## config.mk

```make
export PLATFORM = sky130hd
export DESIGN_NAME = patp_control_unit
export DESIGN_NICKNAME = d
export VERILOG_FILES = /design/src/rtl/patp_control_unit.sv
export SDC_FILE = /design/constraint.sdc
export NUM_CORES = 1
export LEC_CHECK = 0
export ABC_AREA = 1
export BUFFER_PORTS_ARGS = -buffer_cell sky130_fd_sc_hd__buf_2
export CORE_UTILIZATION = 35
export CTS_BUF_LIST = sky130_fd_sc_hd__clkbuf_8
export DETAILED_ROUTE_END_ITERATION = 10
export GPL_TIMING_DRIVEN = 0
export REMOVE_ABC_BUFFERS = 1
export SLEW_MARGIN = 20
export SYNTH_ARGS = -nofsm -noshare
export SYNTH_HDL_FRONTEND = slang
export SYNTH_SLANG_ARGS = --single-unit
```

## constraint.sdc

```tcl
create_clock -name clk -period 1.45 [get_ports clk]
set_input_delay 0 -clock clk [delete_from_list [all_inputs] [get_ports clk]]
set_output_delay 0 -clock clk [all_outputs]
set_load 0.01 [all_outputs]
```

## src/rtl/patp_control_unit.sv

```systemverilog
// patp_control_unit
// -----------------
// Fetch/execute sequencer for the PATP core. Holds the program counter and
// instruction register, runs the single-port program/data memory over a
// req/ready handshake, and strobes exec_en for one cycle whenever the decoder
// and accumulator datapath must act on the latched instruction.
//
// Optional feature: define PATP_CTRL_SINGLE_STEP_EN to add the `step` input,
// which runs exactly one instruction from IDLE.
//
// Ports:
//   step       in   1       (PATP_CTRL_SINGLE_STEP_EN only) run one instruction
//   clk        in   1       clock, rising edge
//   rst        in   1       asynchronous active-high reset
//   start      in   1       begin execution from IDLE at current pc
//   stop       in   1       halt at the next instruction boundary
//   mem_ready  in   1       memory completes the current request this cycle
//   mem_rdata  in   DATA_W  memory read data, valid with mem_ready
//   acc_zero   in   1       accumulator-equals-zero flag (BUZ condition)
//   mem_req    out  1       memory request (registered)
//   mem_we     out  1       request is a STORE write (registered)
//   mem_addr   out  ADDR_W  request address (registered)
//   ir_opcode  out  3       latched opcode
//   ir_operand out  ADDR_W  latched operand
//   pc         out  ADDR_W  program counter
//   exec_en    out  1       one-cycle decoder enable
//   retire     out  1       one-cycle pulse on the last cycle of an instruction
//   running    out  1       high in every state except IDLE
module patp_control_unit #(
  parameter int ADDR_W = 5,
  parameter int DATA_W = 8
) (
`ifdef PATP_CTRL_SINGLE_STEP_EN
  input  logic              step,
`endif
  input  logic              clk,
  input  logic              rst,
  input  logic              start,
  input  logic              stop,
  input  logic              mem_ready,
  input  logic [DATA_W-1:0] mem_rdata,
  input  logic              acc_zero,
  output logic              mem_req,
  output logic              mem_we,
  output logic [ADDR_W-1:0] mem_addr,
  output logic [2:0]        ir_opcode,
  output logic [ADDR_W-1:0] ir_operand,
  output logic [ADDR_W-1:0] pc,
  output logic              exec_en,
  output logic              retire,
  output logic              running
);

  typedef enum logic [1:0] {
    IDLE  = 2'd0,
    FETCH = 2'd1,
    EXEC  = 2'd2,
    MEM   = 2'd3
  } state_t;

  localparam logic [2:0] OP_JUMP  = 3'b100;
  localparam logic [2:0] OP_BUZ   = 3'b101;
  localparam logic [2:0] OP_LOAD  = 3'b110;
  localparam logic [2:0] OP_STORE = 3'b111;

  state_t            state;
  state_t            state_next;
  logic [ADDR_W-1:0] pc_next;
  logic              stop_pending;
  logic              pending_next;
  logic              ir_load;

  // Next-state, pc update and strobe decode.
  always_comb begin
    state_next   = state;
    pc_next      = pc;
    pending_next = stop_pending;
    ir_load      = 1'b0;
    exec_en      = 1'b0;
    retire       = 1'b0;

    case (state)
      IDLE: begin
        if (start) begin
          // start+stop together runs exactly one instruction
          state_next   = FETCH;
          pending_next = stop;
        end
`ifdef PATP_CTRL_SINGLE_STEP_EN
        else if (step) begin
          state_next   = FETCH;
          pending_next = 1'b1;
        end
`endif
      end
      FETCH: begin
        if (mem_ready) begin
          ir_load    = 1'b1;
          pc_next    = pc + 1'b1;
          state_next = EXEC;
        end
      end
      EXEC: begin
        if (ir_opcode == OP_LOAD || ir_opcode == OP_STORE) begin
          state_next = MEM;
        end else begin
          exec_en = 1'b1;
          retire  = 1'b1;
          if (ir_opcode == OP_JUMP || (ir_opcode == OP_BUZ && acc_zero)) begin
            pc_next = ir_operand;
          end
        end
      end
      MEM: begin
        if (mem_ready) begin
          exec_en = 1'b1;
          retire  = 1'b1;
        end
      end
      default: state_next = IDLE;
    endcase

    // Instruction boundary: halt if a stop was seen earlier or is seen now.
    if (retire) begin
      state_next = (stop_pending || stop) ? IDLE : FETCH;
    end

    if (state != IDLE && stop) begin
      pending_next = 1'b1;
    end

    if (state_next == IDLE) begin
      pending_next = 1'b0;
    end
  end

  // State, pc, IR and registered memory request. The request fields are
  // derived from the next state so they hold steady across wait cycles.
  always_ff @(posedge clk or posedge rst) begin
    if (rst) begin
      state        <= IDLE;
      pc           <= '0;
      stop_pending <= 1'b0;
      ir_opcode    <= '0;
      ir_operand   <= '0;
      mem_req      <= 1'b0;
      mem_we       <= 1'b0;
      mem_addr     <= '0;
    end else begin
      state        <= state_next;
      pc           <= pc_next;
      stop_pending <= pending_next;
      if (ir_load) begin
        ir_opcode  <= mem_rdata[DATA_W-1 -: 3];
        ir_operand <= mem_rdata[ADDR_W-1:0];
      end
      mem_req  <= (state_next == FETCH) || (state_next == MEM);
      mem_we   <= (state_next == MEM) && (ir_opcode == OP_STORE);
      mem_addr <= (state_next == MEM) ? ir_operand : pc_next;
    end
  end

  assign running = (state != IDLE);

endmodule

```

# Yosys cells after proc, flatten, opt, wreduce, memory -nomap -nowiden
# Index checks and enable logic that the tools add are counted.
# classes
add_sub_neg	1
eq_ne	9
muxes	19
reduce_logical	13
# op_table
op	count
$mux 5	4
$eq 3x3->1 const B	4
$pmux 5 s2	1
$mux 1	8
$mux 2	4
$eq 2x2->1 const B	3
$pmux 2 s3	1
$reduce_bool 3->1	2
$add 5x1->5 const B	1
$eq 2x1->1 const B	2
$logic_not 2->1	2
$logic_or 1x1->1	4
$logic_and 1x1->1	3
$pmux 1 s2	1
$reduce_and 2->1	1
$reduce_bool 2->1	1
# word_totals
reg_bits	23
output_inout_bits	23
word_cells	50

# Logic depth before layout (Yosys ltp)
# logic_depth
word_depth	8
mapped_depth	12

# Least setup slack after synthesis
# OpenSTA, ideal clock, no wires.
# synth_timing
kind	flip-flop to flip-flop
from	reg state[0]
to	reg mem_addr[2]
setup_time_ps	117
arrival_ps	1504
t_required_ps	1333
slack_ps	-171
path_stages_with_launch	12
n_path_buf	1
period_less_slack_ps	1621
path_cell_list	dfrtp_1 inv_1 ha_1 buf_2 nand2_1 nand2_2 nor2_2 nand2_2 nand2_4 nand2_4 nand2_1 nand2_1
# synth_via
elab_chain_cells	5
elab_cells_between_ends	13
classes_between	eq/ne: 4; mux: 8; reduce/logical: 1
# synth_rtl
item	line_no	rtl
start: declaration	66	state_t state;
start signal: assignment	150	state <= state_next;
$eq 2x2->1	n/a	
$pmux 1 s2 *	n/a	
net exec_en	49	output logic exec_en,
$mux 2 *	124	if (retire) begin
net state_next[0]	67	state_t state_next;
$eq 2x2->1 *	159	mem_addr <= (state_next == MEM) ? ir_operand : pc_next;
$mux 5 *	159	
end signal: assignment	159	
end: declaration	45	output logic [ADDR_W-1:0] mem_addr,
# Mark *: on every way through the listed nets, which the timed path passes. The rest lies on a longest branch.
# A chain may end at the register's enable or synchronous reset.

# Worst setup path in the final report
# layout_timing
from	reg state[1]
to	reg mem_addr[2]
# layout_via
elab_chain_cells	5
elab_cells_between_ends	13
classes_between	eq/ne: 4; mux: 8; reduce/logical: 1
# layout_rtl
item	line_no	rtl
$eq 2x2->1, or another cell as far along	82	case (state)
$pmux 2 s3 / $pmux 1 s2 (equally long branches)	82	
$mux 2 *	124	
net state_next[0]	67	
$eq 2x2->1 *	159	
$mux 5 *	159	
# Marked as above.

==> flow_summary.ini <==
[status]
status = complete, but fails checks
violations = setup timing

[critical_path]
crit_top_cell = nand2_4
crit_fanout = 7
end_kind = register
required_ns = 1.60
reg2reg_slack_ns = -0.11
reg2reg_to = mem_addr[2]$_DFF_PP0_
r2r_start = state[1]$_DFF_PP0_
cpMaxStageDelayCell = dfrtp_2
arrival_ns = 1.71
critical_path.cell_chain = buf_12 > ha_4 > nand2_2 > nand2_4 > nor2_2 > nand2_2 > nand2_4 > nand2_4 > nand2_1 > nand2_1
cp_top_family = simple AND/OR/NAND/NOR gates
cp-start-kind = register
critPathMaxStageDelay_ns = 0.45
critical_path_buf_inv_count = 1
critPathKind = register to register
rr_worst_depth = 10

[placement]
place.gp.congestion = 0.807
io_buffer_count = 36
placed_area_um2 = 1480
pre_cts_ws_ns = -0.405
dp_hpwl_um = 2070

[worst_hold_path]
hold_class = primary input to register
min_to = stop_pending$_DFFE_PP0P_
whs_path_depth = 4
worstHoldStart = stop

[detailed_routing]
antenna_left = 0
wl_um = 3080
via_count = 1234
wire_per_inst_um = 11.7
vias_per_cell = 4.67
dr.pass1.iters = 4
drc = 0
drt_iter0_markers = 33

[global_routing]
met2_usage = 0.301
grt_pass1_vias = 1213
track_usage = 0.174
grt_pass1_wl_um = 5380
grt.busiest_layer = met2
overflow = 0
grt_util_met3 = 0.0294
use_met1 = 0.226
antenna_found_initial = 0
grt_start_max_net_pins = 23

[floorplanning]
core_area_um2 = 3420
die_w_um = 62.4
boundaryPins = 37
die_y_um = 62.4
die-area_um2 = 3890
start_util = 0.373
rows = 21

[synth]
async_reset_ff_frac = 1.00
yosys-top-cells-count = 70 x nand2_1, 22 x dfrtp_1, 13 x nand3_1
synth_seq_area_share = 0.432
synth_edf_count = 0
yosysTopAreaCell = dfrtp_1
synth_flop_cell = dfrtp_1
synth_top_area_frac = 0.432
ys_ff_latch = 22
synth_area_leaders = dfrtp_1 43%, nand2_1 21%, ha_1 6.9%
synth.distinct_cells = 21
post-synth-top-count-cell = nand2_1
netlist_area_um2 = 1270
syn_avg_cell_area_um2 = 7.73
yosysWarnings = 0
syn_inst = 165

[sta]
fmaxAchievable_ghz = 0.641
setup-violations-final = 6
finalCriticalPeriod_ns = 1.56
hold_viol_final = 0
clock_skew_ns = 0.00346
finalSetupTns_ns = -0.426
tightest_slew_ns = 0.806
rsz0062_at_grt = true
finalMaxSlewViolations = 0
relSlewSlack = 0.462
period_share = 1.08
layout_setup_ws_ns = -0.110

[pwr]
vdd_drop_max_uv = 880
power_density_nw_per_um2 = 2060
p_leak_nw = 1.02

[cts]
cts_sinks = 22
cts_buffers = 3
cts.clk_slew.worst_paths_ns = 0.08
cts_root_buf = clkbuf_8
cts_max_level = 1
cts_max_path_buffers = 2
clock_latency_ns = 0.27
tritoncts = yes

[run]
maxCapViolations = 0

[cells_and_area]
drive_gt1_frac = 0.376
final_area_um2 = 1800
fin_nets = 240
synthToLayoutAreaGrowth_pct = 41.2
antenna_cells = 0
==> metal layers <==
metal / routed length [um] / vias up / share of wire
li1: - / 626 / -
met1: 1350 / 569 / 0.44
met2: 1540 / 34 / 0.50
met3: 155 / 5 / 0.050
met4: 31 / 0 / 0.010
met5: 0 / - / 0
==> power by group <==
| group | switching (W) | total [W] | internal, W |
|---|---|---|---|
| Clock | 0.000209 | 0.000578 | 0.000369 |
| Combinational | 0.00119 | 0.00203 | 0.000836 |
| Sequential | 0.000255 | 0.00110 | 0.000847 |
| Total | 0.00166 | 0.00371 | 0.00205 |
==> per-stage QoR <==
step	utilization	std cells	total power (W)	hold WS, ns
floorplan	-	161	0.00222	-0.0108
global placement	0.434	243	0.00275	0.197
global route	0.527	264	0.00402	0.0689
CTS	0.517	262	0.00365	0.0447
detailed placement	0.434	243	0.00275	0.197
finish	0.527	264	0.00371	0.0472
==> logic make-up after synthesis <==
logic type      synth area share
simple gates               0.410
flops                      0.432
buf+inv                   0.0716
fa+ha+maj                 0.0687
compound gates            0.0177
==> area by class of cell <==
cell class	count	area, um^2
Timing Repair Buffer	53	343
Clock inverter	1	30.0
Inverter	16	75.1
Tap cell	46	57.6
Multi-Input combinational cell	123	701
Fill cell	344	1620
Clock buffer	3	41.3
Sequential cell	22	553
==> how the worst max path moves through the flow <==
stage | from | endpoint | depth (start not counted)
finish | state[1]$_DFF_PP0_ | mem_addr[2]$_DFF_PP0_ | 10
global route | state[1]$_DFF_PP0_ | mem_addr[2]$_DFF_PP0_ | 11
CTS | state[1]$_DFF_PP0_ | mem_addr[2]$_DFF_PP0_ | 11
detailed placement | state[1]$_DFF_PP0_ | mem_addr[2]$_DFF_PP0_ | 11
global placement | state[1]$_DFF_PP0_ | mem_addr[2]$_DFF_PP0_ | 11
floorplan | state[0]$_DFF_PP0_ | mem_addr[2]$_DFF_PP0_ | 10
==> registers in the layout, indices dropped and copies added, names as in the netlist <==
register,flops
ir_operand,5
mem_addr,5
pc,5
ir_opcode,3
state,2
mem_we,1
stop_pending,1
==> worst register-to-register path, delay by kind of cell, from the launching register on <==
kind                     cells  cell delay [ns]
adder cells (fa/ha/maj)      1             0.17
buffers and inverters        1             0.14
flip-flops                   1             0.45
AND/OR/NAND/NOR              8             0.67
==> layout by cell type, fill, tap and decap left out, drive strengths merged <==
master,Yosys,routed
or2,1,1
nand3,14,14
a22o,1,1
o21ai,2,2
inv,16,16
dlygate4sd3,0,9
nand4,8,8
nand3b,1,1
buf,4,44
nor2,9,9
bufinv,0,1
clkbuf,0,3
ha,7,7
dfrtp,22,22
nand2,80,80
==> timing repair <==
item,CTS,global route
hold endpoints to repair,30,0
hold buffers,9,0
buffers inserted,6,2
pin swaps,11,9
endpoints found under the setup margin,13,11
gates resized for setup,19,6
(Power assumes the default switching activity.)
